<file path="src/rtl/mem_arbiter_if.sv">
// mem_arbiter_if: bundles the I-fill, D-side and main-memory signals that meet at
// the memory arbiter. The slave modport is the arbiter's view; the master modport is
// the view of everything around it (both requesters and the memory).
interface mem_arbiter_if #(
   parameter int ADDR_W = 16,
   parameter int DATA_W = 16
);
   logic              i_req;
   logic [ADDR_W-1:0] i_addr;
   logic              i_gnt;
   logic              i_rvalid;
   logic              d_req;
   logic              d_wr;
   logic [ADDR_W-1:0] d_addr;
   logic [DATA_W-1:0] d_wdata;
   logic              d_gnt;
   logic              d_rvalid;
   logic [DATA_W-1:0] rdata;
   logic              mem_en;
   logic              mem_wr;
   logic [ADDR_W-1:0] mem_addr;
   logic [DATA_W-1:0] mem_wdata;
   logic [DATA_W-1:0] mem_rdata;
   logic              mem_valid;
   logic              busy;

   modport slave (
      input  i_req, i_addr, d_req, d_wr, d_addr, d_wdata, mem_rdata, mem_valid,
      output i_gnt, i_rvalid, d_gnt, d_rvalid, rdata, mem_en, mem_wr, mem_addr,
             mem_wdata, busy
   );

   modport master (
      output i_req, i_addr, d_req, d_wr, d_addr, d_wdata, mem_rdata, mem_valid,
      input  i_gnt, i_rvalid, d_gnt, d_rvalid, rdata, mem_en, mem_wr, mem_addr,
             mem_wdata, busy
   );
endinterface

</file>
<file path="src/rtl/mem_arbiter.sv">
// mem_arbiter: shares one pipelined main memory between the I-cache fill path and
// the D-cache fill/write path. The owner keeps the port for a whole burst; ownership
// only changes after every outstanding read has come back, so returning data always
// reaches the requester that issued it.
// Optional feature: define MEM_ARB_RR_EN to alternate between requesters when both
// ask in the same IDLE cycle (default build: fixed priority, I-fill first).
module mem_arbiter #(
   parameter int ADDR_W  = 16,
   parameter int DATA_W  = 16,
   parameter int MEM_LAT = 4
) (
   input logic           clk,
   input logic           rst,
   mem_arbiter_if.slave  bus
);

   localparam int INF_W = $clog2(MEM_LAT + 1);
   localparam logic [INF_W-1:0] INF_ZERO = {INF_W{1'b0}};
   localparam logic [INF_W-1:0] INF_ONE  = INF_W'(1);

   typedef enum logic [1:0] {
      ST_IDLE  = 2'd0,
      ST_OWN_I = 2'd1,
      ST_OWN_D = 2'd2,
      ST_DRAIN = 2'd3
   } state_t;

   typedef enum logic [1:0] {
      OWNER_NONE = 2'd0,
      OWNER_I    = 2'd1,
      OWNER_D    = 2'd2
   } owner_t;

   state_t            state_r;
   owner_t            owner_r;
   logic              iGnt_r;
   logic              dGnt_r;
   logic              busy_r;
   logic [INF_W-1:0]  inflight_r;
   logic [INF_W-1:0]  inflightNext_s;

   logic              memEn_s;
   logic              memWr_s;
   logic [ADDR_W-1:0] memAddr_s;
   logic [DATA_W-1:0] memWdata_s;
   logic              readIssue_s;
   logic              retire_s;

   logic              pickI_s;
   logic              enterI_s;
   logic              enterD_s;

`ifdef MEM_ARB_RR_EN
   // Set when the D-side was the most recent owner; reset means "I served last".
   logic              lastD_r;

   assign pickI_s = bus.i_req & (~bus.d_req | lastD_r);

   // Track which requester was granted most recently, updated on entry to ownership.
   always_ff @(posedge clk) begin
      if (rst) begin
         lastD_r <= 1'b0;
      end else if (enterI_s) begin
         lastD_r <= 1'b0;
      end else if (enterD_s) begin
         lastD_r <= 1'b1;
      end else begin
         lastD_r <= lastD_r;
      end
   end
`else
   assign pickI_s = bus.i_req;
`endif

   assign enterI_s = (state_r == ST_IDLE) & pickI_s;
   assign enterD_s = (state_r == ST_IDLE) & ~pickI_s & bus.d_req;

   // Forward the owner's request straight onto the memory port while it holds req.
   always_comb begin
      memEn_s    = 1'b0;
      memWr_s    = 1'b0;
      memAddr_s  = {ADDR_W{1'b0}};
      memWdata_s = {DATA_W{1'b0}};
      case (state_r)
         ST_OWN_I: begin
            if (bus.i_req) begin
               memEn_s   = 1'b1;
               memAddr_s = bus.i_addr;
            end else begin
               memEn_s   = 1'b0;
            end
         end
         ST_OWN_D: begin
            if (bus.d_req) begin
               memEn_s    = 1'b1;
               memWr_s    = bus.d_wr;
               memAddr_s  = bus.d_addr;
               memWdata_s = bus.d_wdata;
            end else begin
               memEn_s    = 1'b0;
            end
         end
         default: begin
            memEn_s = 1'b0;
         end
      endcase
   end

   // Reads count up when issued and down when returned; stray returns never underflow.
   assign readIssue_s = memEn_s & ~memWr_s;
   assign retire_s    = bus.mem_valid & (inflight_r != INF_ZERO);

   // Next value of the outstanding-read counter.
   always_comb begin
      inflightNext_s = inflight_r;
      case ({readIssue_s, retire_s})
         2'b10:   inflightNext_s = inflight_r + INF_ONE;
         2'b01:   inflightNext_s = inflight_r - INF_ONE;
         default: inflightNext_s = inflight_r;
      endcase
   end

   // Outstanding-read counter register.
   always_ff @(posedge clk) begin
      if (rst) begin
         inflight_r <= INF_ZERO;
      end else begin
         inflight_r <= inflightNext_s;
      end
   end

   // Ownership FSM with registered grant/busy outputs; owner latches on entry only.
   always_ff @(posedge clk) begin
      if (rst) begin
         state_r <= ST_IDLE;
         owner_r <= OWNER_NONE;
         iGnt_r  <= 1'b0;
         dGnt_r  <= 1'b0;
         busy_r  <= 1'b0;
      end else begin
         case (state_r)
            ST_IDLE: begin
               if (enterI_s) begin
                  state_r <= ST_OWN_I;
                  owner_r <= OWNER_I;
                  iGnt_r  <= 1'b1;
                  dGnt_r  <= 1'b0;
                  busy_r  <= 1'b1;
               end else if (enterD_s) begin
                  state_r <= ST_OWN_D;
                  owner_r <= OWNER_D;
                  iGnt_r  <= 1'b0;
                  dGnt_r  <= 1'b1;
                  busy_r  <= 1'b1;
               end else begin
                  state_r <= ST_IDLE;
                  iGnt_r  <= 1'b0;
                  dGnt_r  <= 1'b0;
                  busy_r  <= 1'b0;
               end
            end
            ST_OWN_I: begin
               if (bus.i_req) begin
                  state_r <= ST_OWN_I;
               end else if (inflight_r != INF_ZERO) begin
                  state_r <= ST_DRAIN;
                  iGnt_r  <= 1'b0;
                  busy_r  <= 1'b1;
               end else begin
                  state_r <= ST_IDLE;
                  iGnt_r  <= 1'b0;
                  busy_r  <= 1'b0;
               end
            end
            ST_OWN_D: begin
               if (bus.d_req) begin
                  state_r <= ST_OWN_D;
               end else if (inflight_r != INF_ZERO) begin
                  state_r <= ST_DRAIN;
                  dGnt_r  <= 1'b0;
                  busy_r  <= 1'b1;
               end else begin
                  state_r <= ST_IDLE;
                  dGnt_r  <= 1'b0;
                  busy_r  <= 1'b0;
               end
            end
            ST_DRAIN: begin
               // The last return may land in this same cycle.
               if (inflightNext_s == INF_ZERO) begin
                  state_r <= ST_IDLE;
                  busy_r  <= 1'b0;
               end else begin
                  state_r <= ST_DRAIN;
                  busy_r  <= 1'b1;
               end
            end
            default: begin
               state_r <= ST_IDLE;
               iGnt_r  <= 1'b0;
               dGnt_r  <= 1'b0;
               busy_r  <= 1'b0;
            end
         endcase
      end
   end

   assign bus.i_gnt     = iGnt_r;
   assign bus.d_gnt     = dGnt_r;
   assign bus.busy      = busy_r;
   assign bus.mem_en    = memEn_s;
   assign bus.mem_wr    = memWr_s;
   assign bus.mem_addr  = memAddr_s;
   assign bus.mem_wdata = memWdata_s;
   assign bus.rdata     = bus.mem_rdata;
   assign bus.i_rvalid  = bus.mem_valid & (owner_r == OWNER_I) & (inflight_r != INF_ZERO);
   assign bus.d_rvalid  = bus.mem_valid & (owner_r == OWNER_D) & (inflight_r != INF_ZERO);

endmodule
</file>
<file path="src/flat_wrapper.sv">
// flat-port wrapper written by rule: the top's interface ports become plain ports
module mem_arbiter_flat 
#(
   parameter int ADDR_W  = 16,
   parameter int DATA_W  = 16,
   parameter int MEM_LAT = 4
)
  (clk, rst, bus_i_req, bus_i_addr, bus_d_req, bus_d_wr, bus_d_addr, bus_d_wdata, bus_mem_rdata, bus_mem_valid, bus_i_gnt, bus_i_rvalid, bus_d_gnt, bus_d_rvalid, bus_rdata, bus_mem_en, bus_mem_wr, bus_mem_addr, bus_mem_wdata, bus_busy);
  mem_arbiter_if #(.ADDR_W(ADDR_W), .DATA_W(DATA_W)) bus_i ();
  input logic clk;
  input logic rst;
  input wire logic [$bits(bus_i.i_req)-1:0] bus_i_req;
  input wire logic [$bits(bus_i.i_addr)-1:0] bus_i_addr;
  input wire logic [$bits(bus_i.d_req)-1:0] bus_d_req;
  input wire logic [$bits(bus_i.d_wr)-1:0] bus_d_wr;
  input wire logic [$bits(bus_i.d_addr)-1:0] bus_d_addr;
  input wire logic [$bits(bus_i.d_wdata)-1:0] bus_d_wdata;
  input wire logic [$bits(bus_i.mem_rdata)-1:0] bus_mem_rdata;
  input wire logic [$bits(bus_i.mem_valid)-1:0] bus_mem_valid;
  output wire logic [$bits(bus_i.i_gnt)-1:0] bus_i_gnt;
  output wire logic [$bits(bus_i.i_rvalid)-1:0] bus_i_rvalid;
  output wire logic [$bits(bus_i.d_gnt)-1:0] bus_d_gnt;
  output wire logic [$bits(bus_i.d_rvalid)-1:0] bus_d_rvalid;
  output wire logic [$bits(bus_i.rdata)-1:0] bus_rdata;
  output wire logic [$bits(bus_i.mem_en)-1:0] bus_mem_en;
  output wire logic [$bits(bus_i.mem_wr)-1:0] bus_mem_wr;
  output wire logic [$bits(bus_i.mem_addr)-1:0] bus_mem_addr;
  output wire logic [$bits(bus_i.mem_wdata)-1:0] bus_mem_wdata;
  output wire logic [$bits(bus_i.busy)-1:0] bus_busy;
  assign bus_i.i_req = bus_i_req;
  assign bus_i.i_addr = bus_i_addr;
  assign bus_i.d_req = bus_d_req;
  assign bus_i.d_wr = bus_d_wr;
  assign bus_i.d_addr = bus_d_addr;
  assign bus_i.d_wdata = bus_d_wdata;
  assign bus_i.mem_rdata = bus_mem_rdata;
  assign bus_i.mem_valid = bus_mem_valid;
  assign bus_i_gnt = bus_i.i_gnt;
  assign bus_i_rvalid = bus_i.i_rvalid;
  assign bus_d_gnt = bus_i.d_gnt;
  assign bus_d_rvalid = bus_i.d_rvalid;
  assign bus_rdata = bus_i.rdata;
  assign bus_mem_en = bus_i.mem_en;
  assign bus_mem_wr = bus_i.mem_wr;
  assign bus_mem_addr = bus_i.mem_addr;
  assign bus_mem_wdata = bus_i.mem_wdata;
  assign bus_busy = bus_i.busy;
  mem_arbiter #(.ADDR_W(ADDR_W), .DATA_W(DATA_W), .MEM_LAT(MEM_LAT)) u_core (.clk(clk), .rst(rst), .bus(bus_i));
endmodule
</file>
<file path="config.mk">
export PLATFORM = sky130hd
export DESIGN_NAME = mem_arbiter_flat
export DESIGN_NICKNAME = d
export VERILOG_FILES = /design/src/rtl/mem_arbiter_if.sv /design/src/rtl/mem_arbiter.sv /design/src/flat_wrapper.sv
export SDC_FILE = /design/constraint.sdc
export NUM_CORES = 1
export LEC_CHECK = 0
export ABC_AREA = 0
export CORE_ASPECT_RATIO = 0.7
export CORE_MARGIN = 2
export CORE_UTILIZATION = 26
export CTS_BUF_LIST = sky130_fd_sc_hd__clkbuf_8
export CTS_CLUSTER_DIAMETER = 100
export DETAILED_ROUTE_END_ITERATION = 10
export PLACE_DENSITY = 0.87
export SYNTH_ARGS = -nofsm -noshare
export SYNTH_HDL_FRONTEND = slang
export SYNTH_SLANG_ARGS = --single-unit
</file>
<file path="constraint.sdc">
create_clock -name clk -period 2.21 [get_ports clk]
set_input_delay 0.442 -clock clk [delete_from_list [all_inputs] [get_ports clk]]
set_output_delay 0.442 -clock clk [all_outputs]
set_load 0.02 [all_outputs]
</file>
==> results of run 1 <==
-- Yosys cell counts (all sizes together) (2+ instances only) --
cell type	number
a22oi	16
nand2	6
and2	2
clkbuf	8
and3b	2
inv	10
and3	17
nor2	23
a21oi	9
buf	20
xnor2	3
nand2b	4
o21ai	6
ha	7
nand3b	2
dfxtp	10
nor3	2
-- stage by stage --
stage | setup WS (ns) | cells | total power, µW
after floorplan | 0.0141 | 157 | 426
after global placement | -0.399 | 290 | 571
after detailed placement | -0.453 | 290 | 578
after CTS | -0.0345 | 295 | 810
after global routing | -0.0524 | 297 | 892
final | 0.0200 | 297 | 848
-- state kept, by name, summed over array words and instances, names as in the netlist --
signal	cells
u_core.inflight_r	3
u_core.owner_r	2
u_core.state_r	2
u_core.bus.busy	1
u_core.bus.d_gnt	1
u_core.bus.i_gnt	1
-- area by class of cell --
| class | instances | area (µm²) | share of cell area, % |
|---|---|---|---|
| inverter | 10 | 45.0 | 1.98 |
| tap | 55 | 68.8 | 3.03 |
| multi-input combinational | 109 | 871 | 38.4 |
| sequential | 10 | 208 | 9.15 |
| clock buffer | 4 | 55.1 | 2.43 |
| timing repair buffer | 109 | 1020 | 45.0 |
-- kinds of logic (layout without fill, tap and decap cells) --
group / Yosys count / in the layout / synth area share, %
and+or+nand+nor: 59 / 59 / 26.7
buffers and inverters: 38 / 123 / 18.9
AOI/OAI and AO/OA: 37 / 37 / 23.7
DFF: 10 / 10 / 17.4
adders and majority gates: 8 / 8 / 9.38
xor gates and xnor gates: 4 / 4 / 3.05
muxes: 1 / 1 / 0.872
-- worst max-delay path: stages, from the launching register on --
cell	delay [ns]
dfxtp_4	0.36
buf_6	0.12
ha_1	0.21
and2_1	0.19
buf_12	0.15
a22oi_1	0.16
nor2_1	0.06
clkdlybuf4s15_2	0.25
-- metal layers --
metal  routed length (µm)  share of wire [%]  vias up
met5                    0                  0        -
met4                   52                1.4        0
met3                  318                8.5        8
met2                 1830                 49       67
met1                 1550                 41      639
li1                     -                  -      699
-- where the power goes --
part	internal (µW)	switching, µW	leakage [µW]
Combinational	223	176	0.000916
Clock	157	79.6	0.0000288
Sequential	196	15.9	0.0000834
-- worst paths after layout --
kind	from	end	slack (ns)	cells after the start
worst max-delay path	u_core.state_r[0]$_SDFF_PP0_	bus_mem_addr[1]	0.02	7
worst max register to register	u_core.state_r[0]$_SDFF_PP0_	u_core.inflight_r[2]$_SDFF_PP0_	0.02	12
worst min-delay path	u_core.bus.i_gnt$_SDFFE_PP0P_	u_core.bus.i_gnt$_SDFFE_PP0P_	0.48	2
worst min register to register	u_core.bus.i_gnt$_SDFFE_PP0P_	u_core.bus.i_gnt$_SDFFE_PP0P_	0.48	2
-- timing repair --
action	4_1_cts	5_1_grt
pin swaps	1	9
setup endpoints to repair	41	17
buffers inserted	1	2
gates resized for setup	68	38
==> qor.txt, run 1 <==
Status: finished clean
EDFF count, synth: 0
ANT nets after route: 0
Chip width: 83.4 µm
Initial antenna violation count: 0
Clock Path Buffers: 2
First-pass GRT wire length: 5610 µm
Mean Syn Cell Area: 7.31 µm²
Min Hold Slack: 0.482 ns
Critical path launch point type: flip-flop
Maximum clock frequency: 457 MHz
RSZ-0062 raised after global routing: yes
DRT iter0 DRCs: 50
Count of final hold-check violations: 0
Cts hold-fix bufs: 0
Worst path required time: 1.77 ns
Max-slew violations: 0
Routed vias: 1413
Largest net degree at the start of global routing: 23
Tcrit/Tclk final: 99.1%
Post-synthesis cell area: 0.00115 mm²
Core Box Area: 0.00428 mm²
Worst-case vdd ir drop: 0.231 mV
Top FF cell, synth: dfxtp_1
Clk slew on worst S/H paths: 0.05 ns
Placed cell areas: 0.00212 mm²
Clock latency at the later pin of the worst-skew pair: 0.25 ns
Vias in the first global route: 1293
Synth area leader: dfxtp_1
Clock root buffer: clkbuf_8
Final nets: 321
CP Max Fanout: 15
Yosys warning count: 0
WP data arrival: 1.75 ns
Antenna cells: 0
FP Rows: 20
Gr busiest metal: met2
# setup viols final: 0
Height of the die: 59.6 µm
Clk_skew: 0.00850 ns
Die area: 0.00497 mm²
Pwr dens: 374 mW/mm²
Synth Register Bits: 10
HPWL after detailed placement: 2930 µm
Final Wtd Congestion: 0.778
Port bufs: 92
Most frequent cells in the layout: 54 x clkdlybuf4s50_1, 23 x nor2_1, 20 x dlygate4sd2_1
DR WL/cell: 12.6 µm
Synth unique cells: 33
CTS tree: built
Design area: 0.00227 mm²
Relative slew slack: 68.3%
GR Util All Layers: 13.7%
Grt met3 use: 4.74%
Initial Util: 26.8%
CTS HTree Levels: 1
Grt met2 use: 25.9%
Syn Nets: 235
DRC Markers: 0
Ys async rst share: 0%
Fillers: 413
Final core occ: 53.0%
Main area contributors after synthesis: dfxtp_1 17%, buf_4 12%, a22oi_1 10%
Lkg Pwr: 0.00103 µW
Worst hold path class: reg -> reg
Setup TNS: 0 ns
Area growth, synth to finish: 97.8%
Layout cells sized above 1: 26.4%
Pre-antenna DRT Iters: 4
Total gr overflow: 0
Clock buffer count from CTS: 3
Worst-Margin Slew: 0.474 ns
Clock sinks: 10
Sequential share of the synthesized area: 17.4%
CP endpoint kind: primary output
Final WL: 3750 µm
Via density: 4.76
Post-Syn Instances: 157
Commonest non-fill, non-tap cell in the layout: clkdlybuf4s50_1
Met1 usage: 14.7%
Tmin final: 2.19 ns
Top-area cell type share of the netlist area: 17.4%
Max_cap viols: 0
Num ports: 125
Critical Setup Path Class: reg -> out
Power figures use the tool's default switching activity.
==> run 2: changes to the inputs <==
--- a/config.mk
+++ b/config.mk
@@ -12,7 +12,7 @@
 export CTS_BUF_LIST = sky130_fd_sc_hd__clkbuf_8
 export CTS_CLUSTER_DIAMETER = 100
 export DETAILED_ROUTE_END_ITERATION = 10
-export PLACE_DENSITY = 0.87
+export PLACE_DENSITY = 0.89
 export SYNTH_ARGS = -nofsm -noshare
 export SYNTH_HDL_FRONTEND = slang
 export SYNTH_SLANG_ARGS = --single-unit
==> run 2 against run 1 <==
  * Register-to-register slack improved by 0.10 ns
  * Power fell by 8.1%
  * Sequential cell count did not move
  * Global-route usage rose by 0.25 points
  * Final area fell by 1.5%
  * Routed wire length fell by 0.35%
  * Die area did not move
  * Clock skew fell by 0.0063 ns
  * First-iteration DRC count rose by 24%
  * Critical path depth did not move
  * Sequential power barely moved
  * Critical endpoint is now bus_mem_addr[11]
  * Largest power group unchanged
==> qor.txt, run 2 (synthesis results as in run 1) <==
GR Util All Layers: 13.9% (+0.25 points)
CP Max Fanout: 16 (+1)
Core Box Area: 0.00428 mm² (unchanged)
Via density: 4.64 (-2.6%)
Commonest non-fill, non-tap cell in the layout: clkdlybuf4s50_1
Setup TNS: 0 ns (unchanged)
Clock latency at the later pin of the worst-skew pair: 0.23 ns (-0.02 ns)
Worst path required time: 1.77 ns (about the same)
Reg with most FFs: u_core.inflight_r
First-pass GRT wire length: 5720 µm (+2.0%)
Worst hold path class: reg -> reg
Final Wtd Congestion: 0.825 (+6.1%)
Clock sinks: 10 (unchanged)
Max_cap viols: 0 (unchanged)
CTS HTree Levels: 1 (unchanged)
Layout cells sized above 1: 24.7% (-1.8 points)
Lkg Pwr: 0.000964 µW (-6.3%)
DRT iter0 DRCs: 62 (+24%)
Initial antenna violation count: 0 (unchanged)
DRC Markers: 0 (unchanged)
Largest net degree at the start of global routing: 23 (unchanged)
Design area: 0.00224 mm² (-1.5%)
Clock Path Buffers: 2 (unchanged)
HPWL after detailed placement: 2980 µm (+1.7%)
Final nets: 319 (-0.62%)
Status: finished clean
DR WL/cell: 12.7 µm (+0.67%)
Cts hold-fix bufs: 0 (unchanged)
Met1 usage: 16.7% (+2.0 points)
Clk slew on worst S/H paths: 0.05 ns (about the same)
Antenna cells: 0 (unchanged)
Placed cell areas: 0.00212 mm² (unchanged)
Die area: 0.00497 mm² (unchanged)
Min Hold Slack: 0.518 ns (+0.0354 ns)
Critical Setup Path Class: reg -> out
Gr busiest metal: met2
ANT nets after route: 0 (unchanged)
Max reg flops: 3 (unchanged)
Total gr overflow: 0 (unchanged)
# setup viols final: 0 (unchanged)
Clock root buffer: clkbuf_8
WP data arrival: 1.70 ns (-0.05 ns)
Final WL: 3730 µm (-0.35%)
Grt met3 use: 3.90% (-0.84 points)
Port bufs: 92 (unchanged)
Vias in the first global route: 1246 (-3.6%)
Most frequent cells in the layout: 54 x clkdlybuf4s50_1, 23 x nor2_1, 21 x dlygate4sd2_1
Clock buffer count from CTS: 3 (unchanged)
Pre-antenna DRT Iters: 4 (unchanged)
Initial Util: 26.8% (unchanged)
Tmin final: 2.15 ns (-0.0440 ns)
Grt met2 use: 26.0% (+0.12 points)
CTS tree: built
Pwr dens: 349 mW/mm² (-6.7%)
Relative slew slack: 67.5% (-0.84 points)
Critical path launch point type: flip-flop
Clk_skew: 0.00221 ns (-0.00629 ns)
Chip width: 83.4 µm (unchanged)
Final WS setup: 0.0641 ns (+0.0440 ns)
Count of final hold-check violations: 0 (unchanged)
Worst-Margin Slew: 0.486 ns (+0.0126 ns)
Routed vias: 1363 (-3.5%)
Max-slew violations: 0 (unchanged)
FP Rows: 20 (unchanged)
Biggest regs: u_core.inflight_r (3), u_core.owner_r (2), u_core.state_r (2)
Tcrit/Tclk final: 97.1% (-2.0 points)
Height of the die: 59.6 µm (unchanged)
Num ports: 125 (unchanged)
Maximum clock frequency: 466 MHz (+2.1%)
Area growth, synth to finish: 94.9%
CP endpoint kind: primary output
Worst-case vdd ir drop: 0.207 mV (-10%)
Flop-to-flop setup slack: 0.12 ns (+0.10 ns)
Place WS: -0.375 ns (+0.0781 ns)
[run 2: final timing paths]
check | start | end | cells after the start
max | u_core.state_r[0]$_SDFF_PP0_ | bus_mem_addr[11] | 7
min | u_core.bus.i_gnt$_SDFFE_PP0P_ | u_core.bus.i_gnt$_SDFFE_PP0P_ | 2
min reg2reg | u_core.bus.i_gnt$_SDFFE_PP0P_ | u_core.bus.i_gnt$_SDFFE_PP0P_ | 2
max reg2reg | u_core.state_r[0]$_SDFF_PP0_ | u_core.state_r[1]$_SDFF_PP0_ | 10
[run 2: repair_timing]
action	CTS	global route
gates resized for setup	78	13
endpoints found under the hold margin	0	0
setup buffers	0	1
endpoints found under the setup margin	39	20
cloned	0	0
pin swaps	4	5
[run 2: through the flow]
step           util [%]  power (µW)  instances
6_report           52.3         779        294
5_1_grt            52.3         822        294
4_1_cts            51.1         770        293
3_5_place_dp       49.5         579        290
3_3_place_gp       49.5         572        290
2_1_floorplan         -         426        157
[run 2: area by class of cell]
cell class	instances	area (µm²)
sequential	10	208
multi-input combinational	109	827
fill	395	2040
clock buffer	3	41.3
tap	55	68.8
timing repair buffer	107	1050
inverter	10	42.5
[run 2: worst max-delay path: stages (launching register included)]
cell	delay, ns
dfxtp_4	0.38
inv_6	0.05
ha_2	0.21
and2_4	0.18
buf_12	0.14
a22oi_1	0.19
nor2_1	0.06
clkdlybuf4s15_2	0.25
[run 2: report_power, final]
group / switching (µW) / internal (µW)
Clock: 66.6 / 119
Sequential: 16.8 / 197
Combinational: 171 / 209
Total: 255 / 525
[run 2: routing by layer]
layer | vias up | part of all wire (%)
li1 | 694 | -
met1 | 632 | 42
met2 | 37 | 53
met3 | 0 | 5.3
met4 | 0 | 0
met5 | - | 0
